$ cat config.mk
export PLATFORM = sky130hd
export DESIGN_NAME = image_window_fetch_flat
export DESIGN_NICKNAME = d
export VERILOG_FILES = /design/src/rtl/image_window_fetch_pkg.sv /design/src/rtl/image_window_fetch_if.sv /design/src/rtl/image_window_fetch_linebuf.sv /design/src/rtl/image_window_fetch.sv /design/src/flat_wrapper.sv
export SDC_FILE = /design/constraint.sdc
export NUM_CORES = 1
export LEC_CHECK = 0
export CORE_AREA = 2 2 191 193
export CTS_BUF_LIST = sky130_fd_sc_hd__clkbuf_8
export CTS_CLUSTER_DIAMETER = 30
export CTS_CLUSTER_SIZE = 25
export DETAILED_ROUTE_END_ITERATION = 7
export DIE_AREA = 0 0 193 195
export GPL_TIMING_DRIVEN = 0
export HOLD_SLACK_MARGIN = 0.12
export PLACE_DENSITY = 0.84
export SYNTH_ARGS = -nofsm -noshare
export SYNTH_HDL_FRONTEND = slang
export SYNTH_SLANG_ARGS = --single-unit
$ cat constraint.sdc
create_clock -name clk -period 2.35 [get_ports clk]
set_clock_uncertainty 0.1 [all_clocks]
set_input_delay 0.47 -clock clk [delete_from_list [all_inputs] [get_ports clk]]
set_output_delay 0.47 -clock clk [all_outputs]
set_load 0.05 [all_outputs]
$ cat src/rtl/image_window_fetch_pkg.sv
// Shared constants and FSM state type for the image window fetch path.
// The loader uses the same image geometry defaults and word count.
package npu_pkg;
    localparam int IMG_W_DEF = 28;
    localparam int IMG_H_DEF = 28;
    localparam int PIX_W_DEF = 8;
    // Four pixels per 32-bit RAM word
    localparam int IMG_WORDS = IMG_W_DEF * IMG_H_DEF / 4;

    typedef enum logic [2:0] {
        IDLE   = 3'd0,
        FETCH  = 3'd1,
        WAIT   = 3'd2,
        UNPACK = 3'd3,
        DRAIN  = 3'd4,
        DONE   = 3'd5
    } state_t;
endpackage

$ cat src/rtl/image_window_fetch_if.sv
// 3x3 window stream from the fetch block to the conv engine.
// master: window producer (drives data/coords/valid, samples ready)
// slave : window consumer
interface image_window_fetch_if #(
    parameter int PIX_W = npu_pkg::PIX_W_DEF
);
    logic [9*PIX_W-1:0] win_data;
    logic [4:0]         win_row;
    logic [4:0]         win_col;
    logic               win_valid;
    logic               win_ready;

    modport master (output win_data, output win_row, output win_col,
                    output win_valid, input win_ready);
    modport slave  (input win_data, input win_row, input win_col,
                    input win_valid, output win_ready);
endinterface

$ cat src/rtl/image_window_fetch_linebuf.sv
// Two IMG_W-deep shift line buffers plus the 3x3 register window.
// Ports: clk, reset_n (async, active-low), shift_i (consume one pixel),
//        pix_i (incoming raster pixel), win_o (top-left in the MSBs).
module window_linebuf #(
    parameter int IMG_W = npu_pkg::IMG_W_DEF,
    parameter int PIX_W = npu_pkg::PIX_W_DEF
) (
    input  logic               clk,
    input  logic               reset_n,
    input  logic               shift_i,
    input  logic [PIX_W-1:0]   pix_i,
    output logic [9*PIX_W-1:0] win_o
);
    // lb1 delays the stream by one row, lb0 by a second row
    logic [PIX_W-1:0] lb0_q [IMG_W];
    logic [PIX_W-1:0] lb1_q [IMG_W];
    logic [PIX_W-1:0] win_q [9];

    // Shift line buffers and window on every consumed pixel
    always_ff @(posedge clk or negedge reset_n) begin
        if (!reset_n) begin
            for (int i = 0; i < IMG_W; i++) begin
                lb0_q[i] <= '0;
                lb1_q[i] <= '0;
            end
            for (int i = 0; i < 9; i++) begin
                win_q[i] <= '0;
            end
        end else if (shift_i) begin
            lb1_q[0] <= pix_i;
            lb0_q[0] <= lb1_q[IMG_W-1];
            for (int i = 1; i < IMG_W; i++) begin
                lb1_q[i] <= lb1_q[i-1];
                lb0_q[i] <= lb0_q[i-1];
            end
            // Each window row shifts left; the right column takes the
            // pixel two rows up, one row up, and the current pixel.
            win_q[0] <= win_q[1];
            win_q[1] <= win_q[2];
            win_q[2] <= lb0_q[IMG_W-1];
            win_q[3] <= win_q[4];
            win_q[4] <= win_q[5];
            win_q[5] <= lb1_q[IMG_W-1];
            win_q[6] <= win_q[7];
            win_q[7] <= win_q[8];
            win_q[8] <= pix_i;
        end
    end

    assign win_o = {win_q[0], win_q[1], win_q[2],
                    win_q[3], win_q[4], win_q[5],
                    win_q[6], win_q[7], win_q[8]};
endmodule

$ cat src/rtl/image_window_fetch.sv
// Reads packed image words from four byte-lane RAMs, serializes them into
// a raster pixel stream and emits valid-only 3x3 windows over valid/ready.
// Ports: clk, reset_n (async active-low), start_i (pass start pulse),
//        img_addr_o/img_rden_o (shared RAM address / mux select),
//        rd0_i..rd3_i (RAM lanes 0..3), busy_o, done_o,
//        win (window stream, master side).
module image_window_fetch
    import npu_pkg::*;
#(
    parameter int IMG_W    = IMG_W_DEF,
    parameter int IMG_H    = IMG_H_DEF,
    parameter int ADDR_W   = 14,
    parameter int IMG_BASE = 0,
    parameter int PIX_W    = PIX_W_DEF
) (
    input  logic              clk,
    input  logic              reset_n,
    input  logic              start_i,
    output logic [ADDR_W-1:0] img_addr_o,
    output logic              img_rden_o,
    input  logic [PIX_W-1:0]  rd0_i,
    input  logic [PIX_W-1:0]  rd1_i,
    input  logic [PIX_W-1:0]  rd2_i,
    input  logic [PIX_W-1:0]  rd3_i,
    output logic              busy_o,
    output logic              done_o,
    image_window_fetch_if.master win
);
    localparam logic [4:0] COL_LAST = 5'(IMG_W - 1);
    localparam logic [4:0] ROW_LAST = 5'(IMG_H - 1);

    state_t              state_q, state_d;
    logic [ADDR_W-1:0]   addr_q, addr_d;
    logic [4*PIX_W-1:0]  word_q, word_d;
    logic [1:0]          lane_q, lane_d;
    logic [4:0]          row_q, row_d, col_q, col_d;
    logic                wv_q, wv_d;
    logic [4:0]          wr_q, wr_d, wc_q, wc_d;
    logic                stall_s, shift_s;
    logic [PIX_W-1:0]    pix_s;

    assign stall_s = wv_q & ~win.win_ready;

    // Lane 0 sits in the MSBs of the captured word
    always_comb begin
        pix_s = '0;
        case (lane_q)
            2'd0:    pix_s = word_q[4*PIX_W-1:3*PIX_W];
            2'd1:    pix_s = word_q[3*PIX_W-1:2*PIX_W];
            2'd2:    pix_s = word_q[2*PIX_W-1:PIX_W];
            2'd3:    pix_s = word_q[PIX_W-1:0];
            default: pix_s = '0;
        endcase
    end

    // Next-state, address, raster position and window emit logic
    always_comb begin
        state_d = state_q;
        addr_d  = addr_q;
        word_d  = word_q;
        lane_d  = lane_q;
        row_d   = row_q;
        col_d   = col_q;
        wv_d    = wv_q & ~win.win_ready;
        wr_d    = wr_q;
        wc_d    = wc_q;
        shift_s = 1'b0;
        case (state_q)
            IDLE: begin
                if (start_i) begin
                    state_d = FETCH;
                    addr_d  = ADDR_W'(IMG_BASE);
                    lane_d  = 2'd0;
                    row_d   = 5'd0;
                    col_d   = 5'd0;
                end else begin
                    state_d = IDLE;
                end
            end
            FETCH: state_d = WAIT;
            WAIT: begin
                word_d  = {rd0_i, rd1_i, rd2_i, rd3_i};
                state_d = UNPACK;
            end
            UNPACK: begin
                if (!stall_s) begin
                    shift_s = 1'b1;
                    lane_d  = lane_q + 2'd1;
                    if (col_q == COL_LAST) begin
                        col_d = 5'd0;
                        row_d = row_q + 5'd1;
                    end else begin
                        col_d = col_q + 5'd1;
                    end
                    // Only windows fully inside the image are emitted
                    if ((row_q >= 5'd2) && (col_q >= 5'd2)) begin
                        wv_d = 1'b1;
                        wr_d = row_q - 5'd2;
                        wc_d = col_q - 5'd2;
                    end else begin
                        wv_d = wv_q & ~win.win_ready;
                    end
                    if (lane_q == 2'd3) begin
                        if ((row_q == ROW_LAST) && (col_q == COL_LAST)) begin
                            state_d = DRAIN;
                        end else begin
                            addr_d  = addr_q + ADDR_W'(1'b1);
                            state_d = FETCH;
                        end
                    end else begin
                        state_d = UNPACK;
                    end
                end else begin
                    state_d = UNPACK;
                end
            end
            DRAIN: begin
                if (!wv_q || win.win_ready) begin
                    state_d = DONE;
                end else begin
                    state_d = DRAIN;
                end
            end
            DONE:    state_d = IDLE;
            default: state_d = IDLE;
        endcase
    end

    // State and datapath registers
    always_ff @(posedge clk or negedge reset_n) begin
        if (!reset_n) begin
            state_q <= IDLE;
            addr_q  <= '0;
            word_q  <= '0;
            lane_q  <= 2'd0;
            row_q   <= 5'd0;
            col_q   <= 5'd0;
            wv_q    <= 1'b0;
            wr_q    <= 5'd0;
            wc_q    <= 5'd0;
        end else begin
            state_q <= state_d;
            addr_q  <= addr_d;
            word_q  <= word_d;
            lane_q  <= lane_d;
            row_q   <= row_d;
            col_q   <= col_d;
            wv_q    <= wv_d;
            wr_q    <= wr_d;
            wc_q    <= wc_d;
        end
    end

    window_linebuf #(.IMG_W(IMG_W), .PIX_W(PIX_W)) u_linebuf (
        .clk     (clk),
        .reset_n (reset_n),
        .shift_i (shift_s),
        .pix_i   (pix_s),
        .win_o   (win.win_data)
    );

    assign img_addr_o    = addr_q;
    assign img_rden_o    = (state_q == FETCH) || (state_q == WAIT);
    assign busy_o        = (state_q != IDLE);
    assign done_o        = (state_q == DONE);
    assign win.win_valid = wv_q;
    assign win.win_row   = wr_q;
    assign win.win_col   = wc_q;
endmodule

$ cat src/flat_wrapper.sv
// flat-port wrapper written by rule: the top's interface ports become plain ports
module image_window_fetch_flat import npu_pkg::*;
#(
    parameter int IMG_W    = IMG_W_DEF,
    parameter int IMG_H    = IMG_H_DEF,
    parameter int ADDR_W   = 14,
    parameter int IMG_BASE = 0,
    parameter int PIX_W    = PIX_W_DEF
)
  (clk, reset_n, start_i, img_addr_o, img_rden_o, rd0_i, rd1_i, rd2_i, rd3_i, busy_o, done_o, win_win_data, win_win_row, win_win_col, win_win_valid, win_win_ready);
  image_window_fetch_if #(.PIX_W(PIX_W)) win_i ();
  input  logic clk;
  input  logic reset_n;
  input  logic start_i;
  output logic [ADDR_W-1:0] img_addr_o;
  output logic img_rden_o;
  input  logic [PIX_W-1:0] rd0_i;
  input  logic [PIX_W-1:0] rd1_i;
  input  logic [PIX_W-1:0] rd2_i;
  input  logic [PIX_W-1:0] rd3_i;
  output logic busy_o;
  output logic done_o;
  output wire logic [$bits(win_i.win_data)-1:0] win_win_data;
  output wire logic [$bits(win_i.win_row)-1:0] win_win_row;
  output wire logic [$bits(win_i.win_col)-1:0] win_win_col;
  output wire logic [$bits(win_i.win_valid)-1:0] win_win_valid;
  input wire logic [$bits(win_i.win_ready)-1:0] win_win_ready;
  assign win_win_data = win_i.win_data;
  assign win_win_row = win_i.win_row;
  assign win_win_col = win_i.win_col;
  assign win_win_valid = win_i.win_valid;
  assign win_i.win_ready = win_win_ready;
  image_window_fetch #(.IMG_W(IMG_W), .IMG_H(IMG_H), .ADDR_W(ADDR_W), .IMG_BASE(IMG_BASE), .PIX_W(PIX_W)) u_core (.clk(clk), .reset_n(reset_n), .start_i(start_i), .img_addr_o(img_addr_o), .img_rden_o(img_rden_o), .rd0_i(rd0_i), .rd1_i(rd1_i), .rd2_i(rd2_i), .rd3_i(rd3_i), .busy_o(busy_o), .done_o(done_o), .win(win_i));
endmodule
==> summary.md, run 1 <==
| Metric | Value |
|---|---|
| Reg2Reg Capture Point | `u_core.img_addr_o[6]` |
| Synthesized net count | `2,419` |
| Outcome | `finished clean` |
| Crit path buf inv count | `3` |
| Final setup margin | `roughly 0.05 ns` |
| Unrepaired setup endpoints after global routing | `true` |
| Pwr dens | `around 1400 mW/mm²` |
| Final Hold Fails | `0` |
| Post-route DRC violation count | `0` |
| First-pass GRT wire length | `77,510 µm` |
| Crit Path Category | `reg -> out` |
| FP Rows | `69` |
| Die area | `0.03764 mm²` |
| Critical path startpoint | `u_core.state_q[2]` |
| CTS tree | `yes` |
| CP Max Fanout | `10` |
| Slew HR | `~56%` |
| Port bufs | `around 140` |
| Final wirelength | `about 45,000 µm` |
| CP Capture Point | `done_o` |
| # setup viols final | `0` |
| Worst hold slack | `about 0.32 ns` |
| Crit path launch type | `flip-flop` |
| Stages on worst setup path | `4` |
| Worst path max stage delay | `about 0.37 ns` |
| Die Height | `~200 µm` |
| Commonest non-fill, non-tap cell in the layout | `nand2_1` |
| Synthesized flop and latch total | `about 540` |
| Most frequent cells in the layout | `nand2_1 (1,419), dfrtp_1 (543), clkbuf_8 (98), dlygate4sd2_1 (93), buf_4 (53)` |
| Per-cell routed wire length | `~14 µm` |
| Routed vias | `between 15k and 20k` |
| Pin count of the biggest net entering global routing | `between 100 and 150` |
| Post-DP HPWL | `29,000 µm` |
| Final period utilization | `between 90% and 100%` |
| Final std cells w/o fill | `3,139` |
| Num CTS Buffers | `90` |
| Hold Path Class | `in -> async` |
| Max_cap viols | `0` |
| H-tree depth | `3` |
| Commonest register cell after synthesis | `dfrtp_1` |
| Synth async-reset ratio | `100.0%` |
| Crit-path most repeated cell | `buf_6` |
| Worst path arrival time | `about 1.7 ns` |
| Yosys warning total | `0` |
| Area growth syn-to-layout | `19.33%` |
| Reg2Reg Depth | `7` |
| CTS Sinks | `approximately 540` |
| Antenna Nets Post-Route | `0` |
| Largest delay share family, worst path | `buffers and inverters` |
| Final #Nets | `between 2k and 3k` |
| Sequential area share after synthesis | `a little over three fifths` |
| Clk buf depth | `3` |
| Initial Util | `roughly three fifths` |
| Synth Instances | `around 2.4k` |
| Core area | `about 0.035 mm²` |
| DRT Pass-1 Iters | `6` |
| Worst slack, placed | `-0.6487 ns` |
| Worst flop-to-flop path startpoint | `u_core.col_q[1]` |
| Static leakage | `14.49 nW` |
| # IOs | `136` |
| Post-synthesis cell type count | `49` |
| Die Wd | `approximately 190 µm` |
| Peak Freq | `434.7 MHz` |
| Placer Congestion | `~0.85` |
| Clock root buffer | `clkbuf_8` |
| Vias in the first global route | `16.73k` |
| Placed Instances | `approximately 3k` |
| Layout Utilization | `between 70% and 80%` |
| Average via count per standard cell | `between 5 and 6` |
| Initial detailed-routing violation count | `1,006` |
| Slew at the pin closest to its max-slew limit | `0.6652 ns` |
| R2r setup slk | `around 0.090 ns` |
| Worst-skew pair later-pin latency | `~0.66 ns` |
| Fillers | `roughly 2.4k` |
| Initial antenna violation count | `0` |
| Grt ovf | `0` |
| Dpl cell area | `between 0.02 and 0.025 mm²` |
| Fin crit period | `between 2 and 2.5 ns` |
| Syn Area/Cell | `around 9.1 µm²` |
| Global-route usage over all layers | `between 20% and 30%` |
| Total negative setup slack | `0 ns` |
| Share of cells above drive strength 1 | `approximately an eighth` |
| CP Data Required Time | `1.78 ns` |
| CP endpoint kind | `primary output` |
| Worst-path cell chain | `buf_6 > buf_6 > and3_1 > buf_6` |
| Syn Std Cell Area | `about 0.021 mm²` |
| Total power draw | `about 36 mW` |
| Clock slew at reported path FFs | `roughly 0.070 ns` |
| # diodes | `0` |
| Post-route design area | `roughly 0.026 mm²` |
| Maximum vdd drop | `approximately 1100 µV` |
| EDFF count, synth | `0` |
| Crit-path slowest cell | `dfrtp_1` |
| Slew Limit Fails | `0` |
==> cells in the mapped netlist, types with 4 or more instances <==
cell type | instances | area [µm²]
a222oi_1 | 8 | 80.08
nand3_1 | 8 | 40.04
and3_1 | 4 | 25.02
buf_2 | 45 | 225.2
o21ai_0 | 39 | 195.2
nand2_1 | 1419 | 5326
inv_1 | 16 | 60.06
ha_1 | 13 | 162.7
mux2_2 | 32 | 360.4
buf_1 | 5 | 18.77
a21oi_1 | 17 | 85.08
nor3_1 | 7 | 35.03
buf_4 | 50 | 375.4
xnor2_1 | 10 | 87.58
clkbuf_1 | 73 | 274.0
nand2b_1 | 4 | 25.02
nor2_1 | 23 | 86.33
or3_1 | 4 | 25.02
dfrtp_1 | 544 | 13610
==> worst register-to-register path: cells and delay by family (launching register included) <==
family          cells  cell delay (ns)
fa+ha+maj           1             0.26
simple gates        2             0.50
flops               1             0.46
compound gates      3             0.69
buf+inv             1             0.16
==> state kept, by name (all words and copies together), names as in the netlist <==
register / flops
u_core.col_q: 5
u_core.img_addr_o: 14
u_core.lane_q: 2
u_core.row_q: 5
u_core.state_q: 3
u_core.u_linebuf.lb0_q: 200
u_core.u_linebuf.lb1_q: 200
u_core.u_linebuf.win_o: 72
u_core.win.win_col: 5
u_core.win.win_row: 5
u_core.win.win_valid: 1
u_core.word_q: 32
==> report_power, final <==
| part | leakage [nW] | total, mW | internal (mW) | switching [mW] |
|---|---|---|---|---|
| Combinational | 6.07 | 12.7 | 3.71 | 9.04 |
| Sequential | 7.37 | 13.2 | 11.7 | 1.53 |
| Clock | 1.05 | 9.56 | 5.37 | 4.19 |
| Total | 14.5 | 35.5 | 20.8 | 14.8 |
==> cell type report <==
cell class,count,area (µm²),share of cell area (%)
clock buffers,98,1349,5.258
plain buffers,174,970.9,3.785
inverters,16,60.06,0.2341
clock inverters,69,772.0,3.009
well taps,461,576.8,2.248
multi-input cells,1635,6929,27.01
repair buffers,142,1381,5.385
flip-flops and latches,544,13610,53.07
==> metal layers <==
| layer | wire length, µm | GRT usage [%] | part of all wire (%) |
|---|---|---|---|
| met4 | 1178 | 8.670 | 2.6 |
| met1 | 19130 | 33.15 | 42 |
| met5 | 0 | 0 | 0 |
| met2 | 22650 | 41.80 | 50 |
| met3 | 2196 | 5.068 | 4.9 |
==> repair_timing <==
| action | CTS | global route |
|---|---|---|
| hold endpoints to repair | 116 | 0 |
| buffers inserted | 0 | 2 |
| hold buffers | 1 | 0 |
| pin swaps | 0 | 1 |
| setup endpoints to repair | 442 | 502 |
| gates resized for setup | 138 | 50 |
==> logic make-up after synthesis <==
kind of cell | share of synthesized area [%]
flip-flops | 63.32
XOR/XNOR | 0.4074
AO/OA/AOI/OAI | 2.555
adder cells (fa/ha/maj) | 0.7566
multiplexers | 1.816
AND/OR/NAND/NOR | 26.60
buffers and inverters | 4.540
==> how the worst min path moves through the flow <==
stage | to | slack, ns | cells after the start
after global routing | u_core.word_q[5] | 0.31 | 2
after floorplan | u_core.col_q[0] | 0.07 | 0
after CTS | u_core.word_q[18] | 0.30 | 2
after detailed placement | u_core.u_linebuf.lb0_q[43] | 0.35 | 2
after global placement | u_core.u_linebuf.win_o[25] | 0.35 | 2
final | u_core.u_linebuf.win_o[67] | 0.32 | 2
(Power assumes the default switching activity.)
==> run 2: changes to the inputs <==
--- a/config.mk
+++ b/config.mk
@@ -7,7 +7,7 @@
 export LEC_CHECK = 0
 export CORE_AREA = 2 2 191 193
 export CTS_BUF_LIST = sky130_fd_sc_hd__clkbuf_8
-export CTS_CLUSTER_DIAMETER = 30
+export CTS_CLUSTER_DIAMETER = 50
 export CTS_CLUSTER_SIZE = 25
 export DETAILED_ROUTE_END_ITERATION = 7
 export DIE_AREA = 0 0 193 195
==> run 2 against run 1 <==
Highest routed layer unchanged. Clock-buffer cell count fell by 57. Flip-flop and latch count did not move. Sequential power barely moved. First-iteration DRC count rose by 7.0%. Largest cell class unchanged. Sequential share of layout area rose by 2.6 points. Hold slack improved by 0.013 ns. Non-clock buffer count rose by 2. Combinational power barely moved. Global-route usage fell by 1.6 points. Utilization fell by 3.4 points. Register-to-register slack got worse by 0.06 ns. Cell area fell by 4.7%. Largest power group unchanged.
==> summary.md, run 2 (synthesis gave the netlist of run 1 again) <==
| Metric | Value |
|---|---|
| Outcome | `finished clean` |
| Final setup margin | `0.03224 ns` |
| H-tree depth | `2` |
| Worst slack, placed | `-0.6487 ns` |
| Pwr dens | `about 1300 mW/mm²` |
| Maximum vdd drop | `1070 µV` |
| Num CTS Buffers | `40` |
| Slew at the pin closest to its max-slew limit | `0.6815 ns` |
| Die Height | `195 µm` |
| Clk buf depth | `3` |
| Slew Limit Fails | `0` |
| CP Data Required Time | `2.72 ns` |
| Port bufs | `135` |
| Worst-skew pair later-pin latency | `0.62 ns` |
| R2r setup slk | `roughly 0.032 ns` |
| Average via count per standard cell | `approximately 5.2` |
| Initial Util | `about 61%` |
| # diodes | `0` |
| Final #Nets | `approximately 2.6k` |
| Clock slew at reported path FFs | `0.13 ns` |
| Initial antenna violation count | `0` |
| Die area | `~0.038 mm²` |
| Global-route usage over all layers | `between 20% and 30%` |
| Crit path launch type | `flip-flop` |
| # IOs | `136` |
| Peak Freq | `between 400 and 500 MHz` |
| Antenna Nets Post-Route | `0` |
| Crit Path Category | `reg -> reg` |
| Area of the multi-input gates | `slightly below 0.007 mm²` |
| Final wirelength | `between 40,000 and 50,000 µm` |
| Hold Path Class | `reg -> reg` |
| Share of cells above drive strength 1 | `9.826%` |
| Worst path arrival time | `~2.7 ns` |
| Fin crit period | `approximately 2.3 ns` |
| Post-DP HPWL | `~29,000 µm` |
| Die Wd | `193 µm` |
| Max_cap viols | `0` |
| Core area | `about 0.035 mm²` |
| Final std cells w/o fill | `3,046` |
| Vias in the first global route | `between 15k and 20k` |
| Sequential cell area | `around 0.014 mm²` |
| Unrepaired setup endpoints after global routing | `true` |
| FP Rows | `slightly below 70` |
| Initial detailed-routing violation count | `approximately 1.1k` |
| Most frequent cells in the layout | `nand2_1 (1,419), dfrtp_1 (543), dlygate4sd2_1 (91), buf_4 (57)` |
| Area growth syn-to-layout | `13.76%` |
| # setup viols final | `0` |
| Pin count of the biggest net entering global routing | `127` |
| Slew HR | `a little over half` |
| First-pass GRT wire length | `around 73,000 µm` |
| Placer Congestion | `roughly 0.85` |
| Routed vias | `around 16k` |
| CTS Sinks | `~540` |
| Final Hold Fails | `0` |
| CP endpoint kind | `flip-flop` |
| Fillers | `2,669` |
| Grt ovf | `0` |
| Post-route DRC violation count | `0` |
| Final period utilization | `a little over nine tenths` |
| Per-cell routed wire length | `between 10 and 15 µm` |
| CP Max Fanout | `10` |
| Commonest non-fill, non-tap cell in the layout | `nand2_1` |
| Placed Instances | `between 2k and 3k` |
| Static leakage | `~14 nW` |
| CTS tree | `yes` |
| DRT Pass-1 Iters | `5` |
| Clock root buffer | `clkbuf_8` |
| Layout Utilization | `69.10%` |
run 2: cell types whose count changed in the layout (fill, tap and decap cells not counted), sizes merged:
cell / before / now
clkbuf: 170 / 115
clkinvlp: 18 / 2
bufinv: 12 / 1
clkinv: 22 / 11
dlygate4sd2: 93 / 91
dlymetal6s2s: 0 / 2
run 2: area by class of cell:
| cell class | instances | share of cell area (%) |
|---|---|---|
| inverters | 16 | 0.2456 |
| clock buffers | 41 | 2.307 |
| flip-flops and latches | 544 | 55.67 |
| repair buffers | 144 | 5.827 |
| well taps | 461 | 2.358 |
| clock inverters | 31 | 1.402 |
| plain buffers | 174 | 3.924 |
| multi-input cells | 1635 | 28.27 |
run 2: worst paths after layout:
path,startpoint,to,cells after the start
min,u_core.u_linebuf.lb0_q[78],u_core.u_linebuf.lb0_q[70],2
min reg2reg,u_core.u_linebuf.lb0_q[78],u_core.u_linebuf.lb0_q[70],2
max in group asynchronous,reset_n,u_core.u_linebuf.lb1_q[15],4
max reg2reg,u_core.col_q[1],u_core.img_addr_o[8],6
min in group asynchronous,reset_n,u_core.u_linebuf.win_o[52],2
max,u_core.col_q[1],u_core.img_addr_o[8],6
run 2: critical path, stage by stage (launching register included):
cell and delay [ns]:
dfrtp_2 0.48, ha_1 0.26, nand4b_1 0.17, o21ai_1 0.14, a211oi_2 0.64, a31oi_1 0.19, a41o_1 0.24
run 2: routing by layer:
| metal | wire (µm) | share of wire, % | track usage, % |
|---|---|---|---|
| met5 | 0 | 0 | 0 |
| met4 | 925 | 2.2 | 5.892 |
| met3 | 2035 | 4.8 | 2.876 |
| met2 | 21430 | 50 | 39.81 |
| met1 | 18450 | 43 | 32.83 |
run 2: repair_timing:
action,4_1_cts,5_1_grt
hold buffers,1,0
gates cloned,0,1
resized for setup,128,51
setup buffers,0,3
endpoints found under the setup margin,337,411
endpoints found under the hold margin,116,0
run 2: per-stage QoR:
stage          hold slack, ns  total power, mW  setup TNS (ns)  instance area (µm²)
3_3_place_gp           0.3468            25.55               -                23430
6_report               0.3364            31.17               0                24460
3_5_place_dp           0.3501            26.05         -167.98                23540
4_1_cts                0.3551            31.18         -0.1337                24370
2_1_floorplan         0.07441            22.05               0                21500
5_1_grt                0.3598            33.34         -0.2944                24460
run 2: power by group:
group | total [mW] | leakage [nW] | internal [mW] | switching (mW)
Combinational | 12.6 | 6.09 | 3.70 | 8.93
Sequential | 13.1 | 7.37 | 11.7 | 1.49
Clock | 5.39 | 0.463 | 2.00 | 3.39
Total | 31.2 | 13.9 | 17.4 | 13.8
